===== config.mk =====
export PLATFORM = sky130hd
export DESIGN_NAME = hand_collector
export DESIGN_NICKNAME = d
export VERILOG_FILES = /design/src/rtl/hand_collector.sv
export SDC_FILE = /design/constraint.sdc
export NUM_CORES = 1
export LEC_CHECK = 0
export ABC_AREA = 0
export BUFFER_PORTS_ARGS = -buffer_cell sky130_fd_sc_hd__buf_2
export CAP_MARGIN = 20
export CORE_UTILIZATION = 60
export DETAILED_ROUTE_END_ITERATION = 6
export PLACE_DENSITY = 0.84
export REMOVE_ABC_BUFFERS = 1
export SLEW_MARGIN = 40
export SYNTH_ARGS = -nofsm -noshare
export SYNTH_HDL_FRONTEND = slang
export SYNTH_SLANG_ARGS = --single-unit
export TNS_END_PERCENT = 20

===== constraint.sdc =====
create_clock -name clk -period 2.5 [get_ports clk]
set_clock_uncertainty 0.05 [all_clocks]
set_input_delay 0.125 -clock clk [delete_from_list [all_inputs] [get_ports clk]]
set_output_delay 0.125 -clock clk [all_outputs]
set_load 0.005 [all_outputs]

===== src/rtl/hand_collector.sv =====
// rtl/hand_collector.sv - collects PLAYERS janken hands per round, judges the winners and drives the display
//
// Purpose: capture one 2-bit hand per debounced button press, judge the round
// once PLAYERS hands are in, and hold the result until the round is cleared.
//
// Ports:
//   clk          - single clock, all state on rising edge
//   rst_         - asynchronous active-low reset
//   pon          - display mode: 1 shows the collected buffer, 0 shows the live hand
//   gtp_         - active-low asynchronous capture button
//   clr_         - active-low asynchronous round-clear button
//   selecter_in  - live hand (00 gu, 01 choki, 10 pa, 11 invalid)
//   g_data_out   - registered display data
//   count        - hands captured this round
//   winners      - one bit per slot holding the winning hand
//   draw         - round judged a draw
//   done         - one-cycle pulse when the judgement is registered
//   err          - one-cycle pulse on a capture attempt with an invalid hand
module hand_collector #(
  parameter int PLAYERS = 3
) (
  input  logic                           clk,
  input  logic                           rst_,
  input  logic                           pon,
  input  logic                           gtp_,
  input  logic                           clr_,
  input  logic [1:0]                     selecter_in,
  output logic [2*PLAYERS-1:0]           g_data_out,
  output logic [$clog2(PLAYERS+1)-1:0]   count,
  output logic [PLAYERS-1:0]             winners,
  output logic                           draw,
  output logic                           done,
  output logic                           err
);

  localparam int CW = $clog2(PLAYERS + 1);
  localparam int BW = 2 * PLAYERS;

  typedef enum logic [1:0] {
    COLLECT = 2'd0,
    JUDGE   = 2'd1,
    RESULT  = 2'd2
  } state_t;

  state_t            state_q, state_d;
  logic [BW-1:0]     hand_buf_q, hand_buf_d;
  logic [CW-1:0]     count_q, count_d;
  logic [PLAYERS-1:0] winners_q, winners_d;
  logic              draw_q, draw_d;
  logic              done_q, done_d;
  logic              err_q, err_d;
  logic [BW-1:0]     g_data_q, g_data_d;

  // Button synchronisers, history and arm flags
  logic gtp_s1_q, gtp_s2_q, gtp_h_q, gtp_arm_q;
  logic clr_s1_q, clr_s2_q, clr_h_q, clr_arm_q;
  logic [1:0] settle_q;
  logic gtp_fall, clr_fall;

  // A button is armed only once it has been seen released after the
  // synchroniser has flushed its reset value; a button held low through
  // reset release therefore cannot produce an event.
  always_ff @(posedge clk or negedge rst_) begin
    if (!rst_) begin
      gtp_s1_q  <= 1'b1;
      gtp_s2_q  <= 1'b1;
      gtp_h_q   <= 1'b1;
      gtp_arm_q <= 1'b0;
      clr_s1_q  <= 1'b1;
      clr_s2_q  <= 1'b1;
      clr_h_q   <= 1'b1;
      clr_arm_q <= 1'b0;
      settle_q  <= 2'd0;
    end else begin
      gtp_s1_q  <= gtp_;
      gtp_s2_q  <= gtp_s1_q;
      gtp_h_q   <= gtp_s2_q;
      clr_s1_q  <= clr_;
      clr_s2_q  <= clr_s1_q;
      clr_h_q   <= clr_s2_q;
      if (settle_q != 2'd3) settle_q <= settle_q + 2'd1;
      if (settle_q == 2'd3 && gtp_s2_q) gtp_arm_q <= 1'b1;
      if (settle_q == 2'd3 && clr_s2_q) clr_arm_q <= 1'b1;
    end
  end

  assign gtp_fall = gtp_arm_q & gtp_h_q & ~gtp_s2_q;
  assign clr_fall = clr_arm_q & clr_h_q & ~clr_s2_q;

  // Judgement of the full buffer
  logic               has_g, has_c, has_p, two_hands;
  logic [1:0]         win_hand;
  logic [PLAYERS-1:0] judge_winners;

  always_comb begin
    has_g = 1'b0;
    has_c = 1'b0;
    has_p = 1'b0;
    for (int i = 0; i < PLAYERS; i++) begin
      if (hand_buf_q[2*i +: 2] == 2'b00) has_g = 1'b1;
      if (hand_buf_q[2*i +: 2] == 2'b01) has_c = 1'b1;
      if (hand_buf_q[2*i +: 2] == 2'b10) has_p = 1'b1;
    end
    two_hands = (has_g & has_c & ~has_p) | (has_c & has_p & ~has_g) |
                (has_p & has_g & ~has_c);
    if (has_g && has_c)      win_hand = 2'b00;
    else if (has_c && has_p) win_hand = 2'b01;
    else                     win_hand = 2'b10;
    judge_winners = '0;
    for (int i = 0; i < PLAYERS; i++) begin
      judge_winners[i] = two_hands && (hand_buf_q[2*i +: 2] == win_hand);
    end
  end

  // Next-state and output logic
  always_comb begin
    state_d    = state_q;
    hand_buf_d = hand_buf_q;
    count_d    = count_q;
    winners_d  = winners_q;
    draw_d     = draw_q;
    done_d     = 1'b0;
    err_d      = 1'b0;

    if (clr_fall) begin
      // Clear has priority over any capture or judgement on the same edge.
      state_d    = COLLECT;
      hand_buf_d = '0;
      count_d    = '0;
      winners_d  = '0;
      draw_d     = 1'b0;
    end else begin
      case (state_q)
        COLLECT: begin
          if (gtp_fall) begin
            if (selecter_in == 2'b11) begin
              err_d = 1'b1;
            end else begin
              hand_buf_d = {hand_buf_q[BW-3:0], selecter_in};
              count_d    = count_q + CW'(1);
              if (count_q == CW'(PLAYERS - 1)) state_d = JUDGE;
            end
          end
        end
        JUDGE: begin
          winners_d = judge_winners;
          draw_d    = ~two_hands;
          done_d    = 1'b1;
          state_d   = RESULT;
        end
        RESULT: ;
        default: state_d = COLLECT;
      endcase
    end

    g_data_d = pon ? hand_buf_q : {{(BW-2){1'b0}}, selecter_in};
  end

  always_ff @(posedge clk or negedge rst_) begin
    if (!rst_) begin
      state_q    <= COLLECT;
      hand_buf_q <= '0;
      count_q    <= '0;
      winners_q  <= '0;
      draw_q     <= 1'b0;
      done_q     <= 1'b0;
      err_q      <= 1'b0;
      g_data_q   <= '0;
    end else begin
      state_q    <= state_d;
      hand_buf_q <= hand_buf_d;
      count_q    <= count_d;
      winners_q  <= winners_d;
      draw_q     <= draw_d;
      done_q     <= done_d;
      err_q      <= err_d;
      g_data_q   <= g_data_d;
    end
  end

  assign g_data_out = g_data_q;
  assign count      = count_q;
  assign winners    = winners_q;
  assign draw       = draw_q;
  assign done       = done_q;
  assign err        = err_q;

endmodule


Yosys cells after proc, flatten, opt, wreduce, memory -nomap -nowiden. Index checks and enable logic that the tools add are counted. W data, S select, Z words.

Register bits: 32. Output and inout port bits: 14. Logic and storage cells: 108.

Eq/ne operators: 20. Bitwise operators: 18. Multiplexer cells: 35. Add/subtract/negate cells: 2. Reductions and logical operators: 16.

Operators with widths (number): $mux W6 (5); $mux W2 (10); $mux W1 (17); $eq A2 B2 Y1 const B (7); $and A1 B1 Y1 (10); $ne A3 B3 Y1 const B (3); $eq A2 B1 Y1 const B (4); $logic_not A2 Y1 (4); $logic_and A1 B1 Y1 (7); $eq A2 B2 Y1 (3); $mux W3 (2); $ne A2 B2 Y1 const B (3); $not A1 Y1 (6); $pmux W2 S3 (1); $reduce_bool A2 Y1 (3); $add A2 B1 Y2 const B (2); $reduce_and A4 Y1 (1); $reduce_and A3 Y1 (1); $or A1 B1 Y1 (2).

Longest topological paths before layout.
Word-level depth: 11. Depth in mapped cells: 6.

Worst setup path before layout. OpenSTA, ideal clock, no wires.

Path type: register to register. Start point: reg hand_buf_q[4]. End point: reg winners_q[0], in the netlist winners[0]. Setup time: 92 ps. Arrival: 1275 ps. Setup slack: 1083 ps. Path buffers: 1. Required time: 2358 ps. Stages on the path, launching flop included: 6. Cells stage by stage: dfrtp_1 > buf_6 > a211o_1 > a211oi_2 > a21oi_1 > o31ai_2.

Word-level cells in the longest chain between the ends: 9. Elaborated cells between the ends (all ways): 25. Those cells by class: eq/ne: 3; mux: 7; bitwise: 11; reduce/logical: 4.

Ends and longest elaborated chain: start, declared (line 46) `logic [BW-1:0] hand_buf_q, hand_buf_d;`; start signal, assigned (line 171) `hand_buf_q <= hand_buf_d;`; $eq A2 B1 Y1, or another cell as far along (line 101) `if (hand_buf_q[2*i +: 2] == 2'b01) has_c = 1'b1;`; $mux W1 (on tied branches) (line 101, 100, 102); $and A1 B1 Y1, or another cell as far along (line 104) `two_hands = (has_g & has_c & ~has_p) | (has_c & has_p & ~has_g) |`; $and A1 B1 Y1 or $mux W2 (tied branches) (line 104, 107); $or A1 B1 Y1 or $mux W2 (tied branches) (line 104, 106); $or A1 B1 Y1 or $eq A2 B2 Y1 (tied branches) (line 104, 111); $logic_and A1 B1 Y1 (*) (line 111) `judge_winners[i] = two_hands && (hand_buf_q[2*i +: 2] == win_hand);`; $mux W3 (*) (line 133) `case (state_q)`; $mux W3 (*) (line 125) `if (clr_fall) begin`; end signal, assigned (line 173) `winners_q <= winners_d;`; end, declared (line 48) `logic [PLAYERS-1:0] winners_q, winners_d;`.

Mark *: on every way between the ends. The rest lies on a longest branch, timed or not. The select of a mux whose other input is x is not followed. A chain may end at the register's enable or synchronous reset.

Final worst setup path.
Start point: reg hand_buf_q[0]. End point: reg winners_q[1], in the netlist winners[1].

Word-level cells in the longest chain between the ends: 11. Elaborated cells between the ends (all ways): 31. Those cells by class: eq/ne: 3; mux: 13; bitwise: 11; reduce/logical: 4.

Ends and longest elaborated chain (line): $eq A2 B1 Y1, or another cell as far along (101); $mux W1 (on tied branches) (3 in series) (101, 100, 102); $and A1 B1 Y1, or another cell as far along (104); $and A1 B1 Y1 or $mux W2 (tied branches) (104, 107); $or A1 B1 Y1 or $mux W2 (tied branches) (104, 106); $or A1 B1 Y1 or $eq A2 B2 Y1 (tied branches) (104, 111); $logic_and A1 B1 Y1 (*) (111); $mux W3 (*) (133); $mux W3 (*) (125).

Marks and branches as above.

==> flow_summary.html <==
<table>
<tr><th>Metric</th><th>Value</th></tr>
<tr><th colspan="2">GRT</th></tr>
<tr><td>Number of global-route vias before repair</td><td>about 1000</td></tr>
<tr><td>Maximum number of pins on one net before global-route repair</td><td>33</td></tr>
<tr><td>First-pass GRT wire length</td><td>between 4 and 5 mm</td></tr>
<tr><td>Global-route total usage across every layer</td><td>about a quarter</td></tr>
<tr><td>Number of antenna violations at the first check in global routing</td><td>0</td></tr>
<tr><td>GRT Residual Overflow</td><td>0</td></tr>
<tr><th colspan="2">Routing</th></tr>
<tr><td>DRC</td><td>0</td></tr>
<tr><td>Number of nets with antenna violations after routing</td><td>0</td></tr>
<tr><td>Detailed-route via count</td><td>1069</td></tr>
<tr><td>Number of DRC markers in iteration 0</td><td>26</td></tr>
<tr><td>First-pass detailed-route iteration total</td><td>4</td></tr>
<tr><td>Post-DR vias/cell</td><td>5.72</td></tr>
<tr><td>Drt wl/cell</td><td>around 15 um</td></tr>
<tr><td>Sum of routed wire length over all layers</td><td>around 2.7 mm</td></tr>
<tr><th colspan="2">Critical path</th></tr>
<tr><td>Largest fanout of any net on the critical path</td><td>13</td></tr>
<tr><td>Setup crit end kind</td><td>flip-flop</td></tr>
<tr><td>Critical path data required time</td><td>approximately 2700 ps</td></tr>
<tr><td>Start-to-end type of the worst setup path</td><td>flip-flop to flip-flop</td></tr>
<tr><td>Critical path cell sequence</td><td>nor2b_1 -&gt; o21ai_0 -&gt; a21oi_1 -&gt; a211oi_1 -&gt; o31ai_1</td></tr>
<tr><td>Arrival time of the worst setup path</td><td>~1800 ps</td></tr>
<tr><td>Critical register-to-register path endpoint</td><td>winners[1]</td></tr>
<tr><td>Depth of the worst register-to-register path</td><td>5</td></tr>
<tr><td>Type of element launching the critical path</td><td>flip-flop</td></tr>
<tr><td>R2r startpoint</td><td>hand_buf_q[0]</td></tr>
<tr><td>Crit path largest cell delay</td><td>600 ps</td></tr>
<tr><td>Register-to-register path setup slack</td><td>860 ps</td></tr>
<tr><td>Cell with the biggest individual delay on the critical path</td><td>dfrtp_1</td></tr>
<tr><th colspan="2">Power and ir drop</th></tr>
<tr><td>Net switching power of the design</td><td>311 uW</td></tr>
<tr><td>Cell Pwr Density</td><td>roughly 650 mW/mm^2</td></tr>
<tr><td>Fraction of power spent switching nets</td><td>28.9%</td></tr>
<tr><td>Int Power</td><td>765 uW</td></tr>
<tr><td>Combinational Power Share</td><td>approximately 16%</td></tr>
<tr><td>Seq pwr share</td><td>a little under three fifths</td></tr>
<tr><td>Fraction of power consumed by the clock network</td><td>between 20 and 30%</td></tr>
<tr><td>Maximum VDD drop</td><td>around 0.48 mV</td></tr>
<tr><td>PnR Total Power</td><td>~1100 uW</td></tr>
<tr><td>Leakage power total</td><td>a little under 0.0008 uW</td></tr>
<tr><th colspan="2">Finish</th></tr>
<tr><td>Final instance area</td><td>0.00167 mm^2</td></tr>
<tr><td>Top library cells by usage in the layout, fill and taps aside</td><td>dfrtp_1, buf_2, nor2_1</td></tr>
<tr><td>Number of nets at the end of the flow</td><td>between 150 and 200</td></tr>
<tr><td>Antenna cells</td><td>0</td></tr>
<tr><td>Area growth from synthesis to layout</td><td>12.4%</td></tr>
<tr><td>Fraction of final layout cells sized beyond drive strength 1</td><td>28.9%</td></tr>
<tr><td>Most common library cell in the layout ignoring fill and taps</td><td>dfrtp_1</td></tr>
<tr><th colspan="2">CTS</th></tr>
<tr><td>Total number of H-tree levels</td><td>2</td></tr>
<tr><td>TritonCTS clock tree</td><td>done</td></tr>
<tr><td>Total CTS buffers</td><td>5</td></tr>
<tr><td>Worst-case clock buffer depth</td><td>2</td></tr>
<tr><td>Clock latency on the worst-skew pair</td><td>~330 ps</td></tr>
<tr><td>CTS sink count</td><td>32</td></tr>
<tr><td>Post-CTS Resized</td><td>0</td></tr>
<tr><td>Root cell of the clock tree</td><td>clkbuf_4</td></tr>
<tr><td>Hold-fix buffers at CTS</td><td>3</td></tr>
<tr><td>Clock input transition at the sequential cells of the worst setup and hold paths</td><td>roughly 90 ps</td></tr>
<tr><td># Post-CTS Setup Buffers</td><td>0</td></tr>
<tr><th colspan="2">Place</th></tr>
<tr><td>Placement-stage worst setup slack</td><td>between 800 and 900 ps</td></tr>
<tr><td>Number of input and output port buffers inserted</td><td>20</td></tr>
<tr><td>Final estimated routing congestion in global placement</td><td>approximately 0.77</td></tr>
<tr><td>Standard cell area after detailed placement</td><td>about 0.0016 mm^2</td></tr>
<tr><td>HPWL after detailed placement</td><td>about 1.9 mm</td></tr>
<tr><th colspan="2">Timing</th></tr>
<tr><td>RSZ-0062 raised after global routing</td><td>no</td></tr>
<tr><td>Max-slew headroom at the worst pin</td><td>52.2%</td></tr>
<tr><td>Final setup fails</td><td>0</td></tr>
<tr><td>Setup WS post-layout</td><td>between 800 and 900 ps</td></tr>
<tr><td>Part of the cycle the worst path needs</td><td>between 60 and 70%</td></tr>
<tr><td>Achievable clock frequency</td><td>about 610 MHz</td></tr>
<tr><td>Final hold violation count</td><td>0</td></tr>
<tr><td>Slew at the pin closest to its max-slew limit</td><td>between 700 and 800 ps</td></tr>
<tr><td>Number of pins with negative max-slew slack in the final report</td><td>0</td></tr>
<tr><td>Setup TNS</td><td>0 ps</td></tr>
<tr><td>Clock period minus worst slack</td><td>1640 ps</td></tr>
<tr><th colspan="2">Job</th></tr>
<tr><td>MaxCap Viol Count</td><td>0</td></tr>
<tr><th colspan="2">Floorplanning</th></tr>
<tr><td>Vert. Die Dim</td><td>between 50 and 60 um</td></tr>
<tr><td>Number of I/O pins</td><td>21</td></tr>
<tr><td>Starting utilization of the core area</td><td>between 60 and 70%</td></tr>
<tr><td>Die X-Extent</td><td>between 50 and 60 um</td></tr>
<tr><td>Standard-cell row count</td><td>17</td></tr>
<tr><td>Die footprint</td><td>between 0.002 and 0.003 mm^2</td></tr>
<tr><td>Core region area</td><td>0.00228 mm^2</td></tr>
<tr><th colspan="2">Synthesis</th></tr>
<tr><td>Count of yosys warnings during synthesis</td><td>0</td></tr>
<tr><td>Number of different library cells in the post-synthesis netlist</td><td>43</td></tr>
<tr><td>Cell area after technology mapping</td><td>approximately 0.0015 mm^2</td></tr>
<tr><td>Async SR Flop Fraction</td><td>100%</td></tr>
<tr><td>Post-synthesis sequential area ratio</td><td>~55%</td></tr>
<tr><td>Number of flops mapped to enable cells by yosys</td><td>0</td></tr>
<tr><td>Synthesized area per cell</td><td>about 11 um^2</td></tr>
<tr><td>Flops &amp; latches, synth</td><td>32</td></tr>
<tr><td>Most used flip-flop cell after synthesis</td><td>dfrtp_1</td></tr>
<tr><td>Cells after Synth</td><td>between 100 and 150</td></tr>
<tr><th colspan="2">Worst hold path</th></tr>
<tr><td>Cell count of the worst hold path</td><td>2</td></tr>
<tr><td>Class of the tightest hold or removal check</td><td>input port to flip-flop</td></tr>
<tr><td>Hold Path Sink</td><td>g_data_out[2]</td></tr>
<tr><td>Hold path startpoint</td><td>pon</td></tr>
<tr><th colspan="2">Outcome</th></tr>
<tr><td>Status</td><td>finished, final reports clean</td></tr>
</table>
[layer usage]
metal | vias up | part of all wire, % | routed length (um) | GRT usage, %
li1 | 512 | - | - | -
met1 | 517 | 44 | 1200 | 27.2
met2 | 34 | 49 | 1330 | 41.6
met3 | 6 | 5.5 | 151 | 9.65
met4 | 0 | 1.7 | 47 | 9.91
met5 | - | 0 | 0 | 0
[synthesized netlist by cell type, drive strengths merged (3+ instances only)]
library cell / number / area, um^2
nor2: 13 / 48.8
nor3: 6 / 40.0
nand3: 4 / 25.0
mux2i: 5 / 50.1
and2: 4 / 25.0
a21oi: 9 / 60.1
dfrtp: 26 / 651
buf: 6 / 38.8
a21o: 3 / 22.5
dfstp: 6 / 158
mux2: 3 / 33.8
nand2b: 3 / 18.8
o21ai: 5 / 25.0
nor2b: 5 / 31.3
inv: 5 / 18.8
nand2: 8 / 30.0
[power groups by stage]
| stage | sequential, uW | clock (uW) | combinational, uW |
|---|---|---|---|
| 6_report | 601 | 305 | 170 |
| 5_1_grt | 606 | 335 | 190 |
| 4_1_cts | 600 | 319 | 172 |
| 3_5_place_dp | 609 | 0 | 167 |
| 3_3_place_gp | 603 | 0 | 159 |
| 2_1_floorplan | 600 | 0 | 111 |
[critical path: cells and delay by family, from the launching register on]
kind	cells	cell delay (ps)
flops	1	600
compound gates	4	600
simple gates	1	300
[logic make-up (layout without fill, tap and decap cells)]
group                    after synthesis  after routing  share of synthesized area [%]
AO/OA/AOI/OAI                         29             29                           14.4
XOR/XNOR                               4              4                           2.37
adder cells (fa/ha/maj)                2              2                           1.69
buffers and inverters                 12             36                           4.14
flip-flops                            32             32                           54.6
multiplexers                           8              8                           5.66
AND/OR/NAND/NOR                       48             48                           17.1
[sequential cells by signal, summed over array words and instances, names as in the netlist, 2 cells and up]
register    count
count           2
g_data_out      6
hand_buf_q      6
settle_q        2
state_q         2
winners         3
[worst max path at each step]
stage | start | to | slack (ps) | cells after the start
CTS | hand_buf_q[2] | winners[1] | 860 | 5
global placement | hand_buf_q[2] | winners[1] | 960 | 5
floorplan | hand_buf_q[2] | winners[0] | 1030 | 5
detailed placement | hand_buf_q[0] | winners[1] | 880 | 5
global route | hand_buf_q[3] | winners[0] | 720 | 5
finish | hand_buf_q[0] | winners[1] | 860 | 5
[through the flow]
| step | hold WS [ps] | cells | utilization (%) |
|---|---|---|---|
| finish | 35.0 | 187 | 73.2 |
| global route | 35.0 | 187 | 73.2 |
| CTS | 21.7 | 187 | 73.2 |
| detailed placement | 152 | 176 | 69.2 |
| global placement | 137 | 176 | 69.2 |
| floorplan | -221 | 128 | - |
[area by class of cell]
class                           instances  area, um^2
Sequential cell                        32         808
Multi-Input combinational cell         91         612
Fill cell                             171         611
Timing Repair Buffer                   23         130
Clock buffer                            6        51.3
Tap cell                               28        35.0
Inverter                                5        18.8
Clock inverter                          2        10.0
Note: power is estimated with default switching activity, not from simulation.
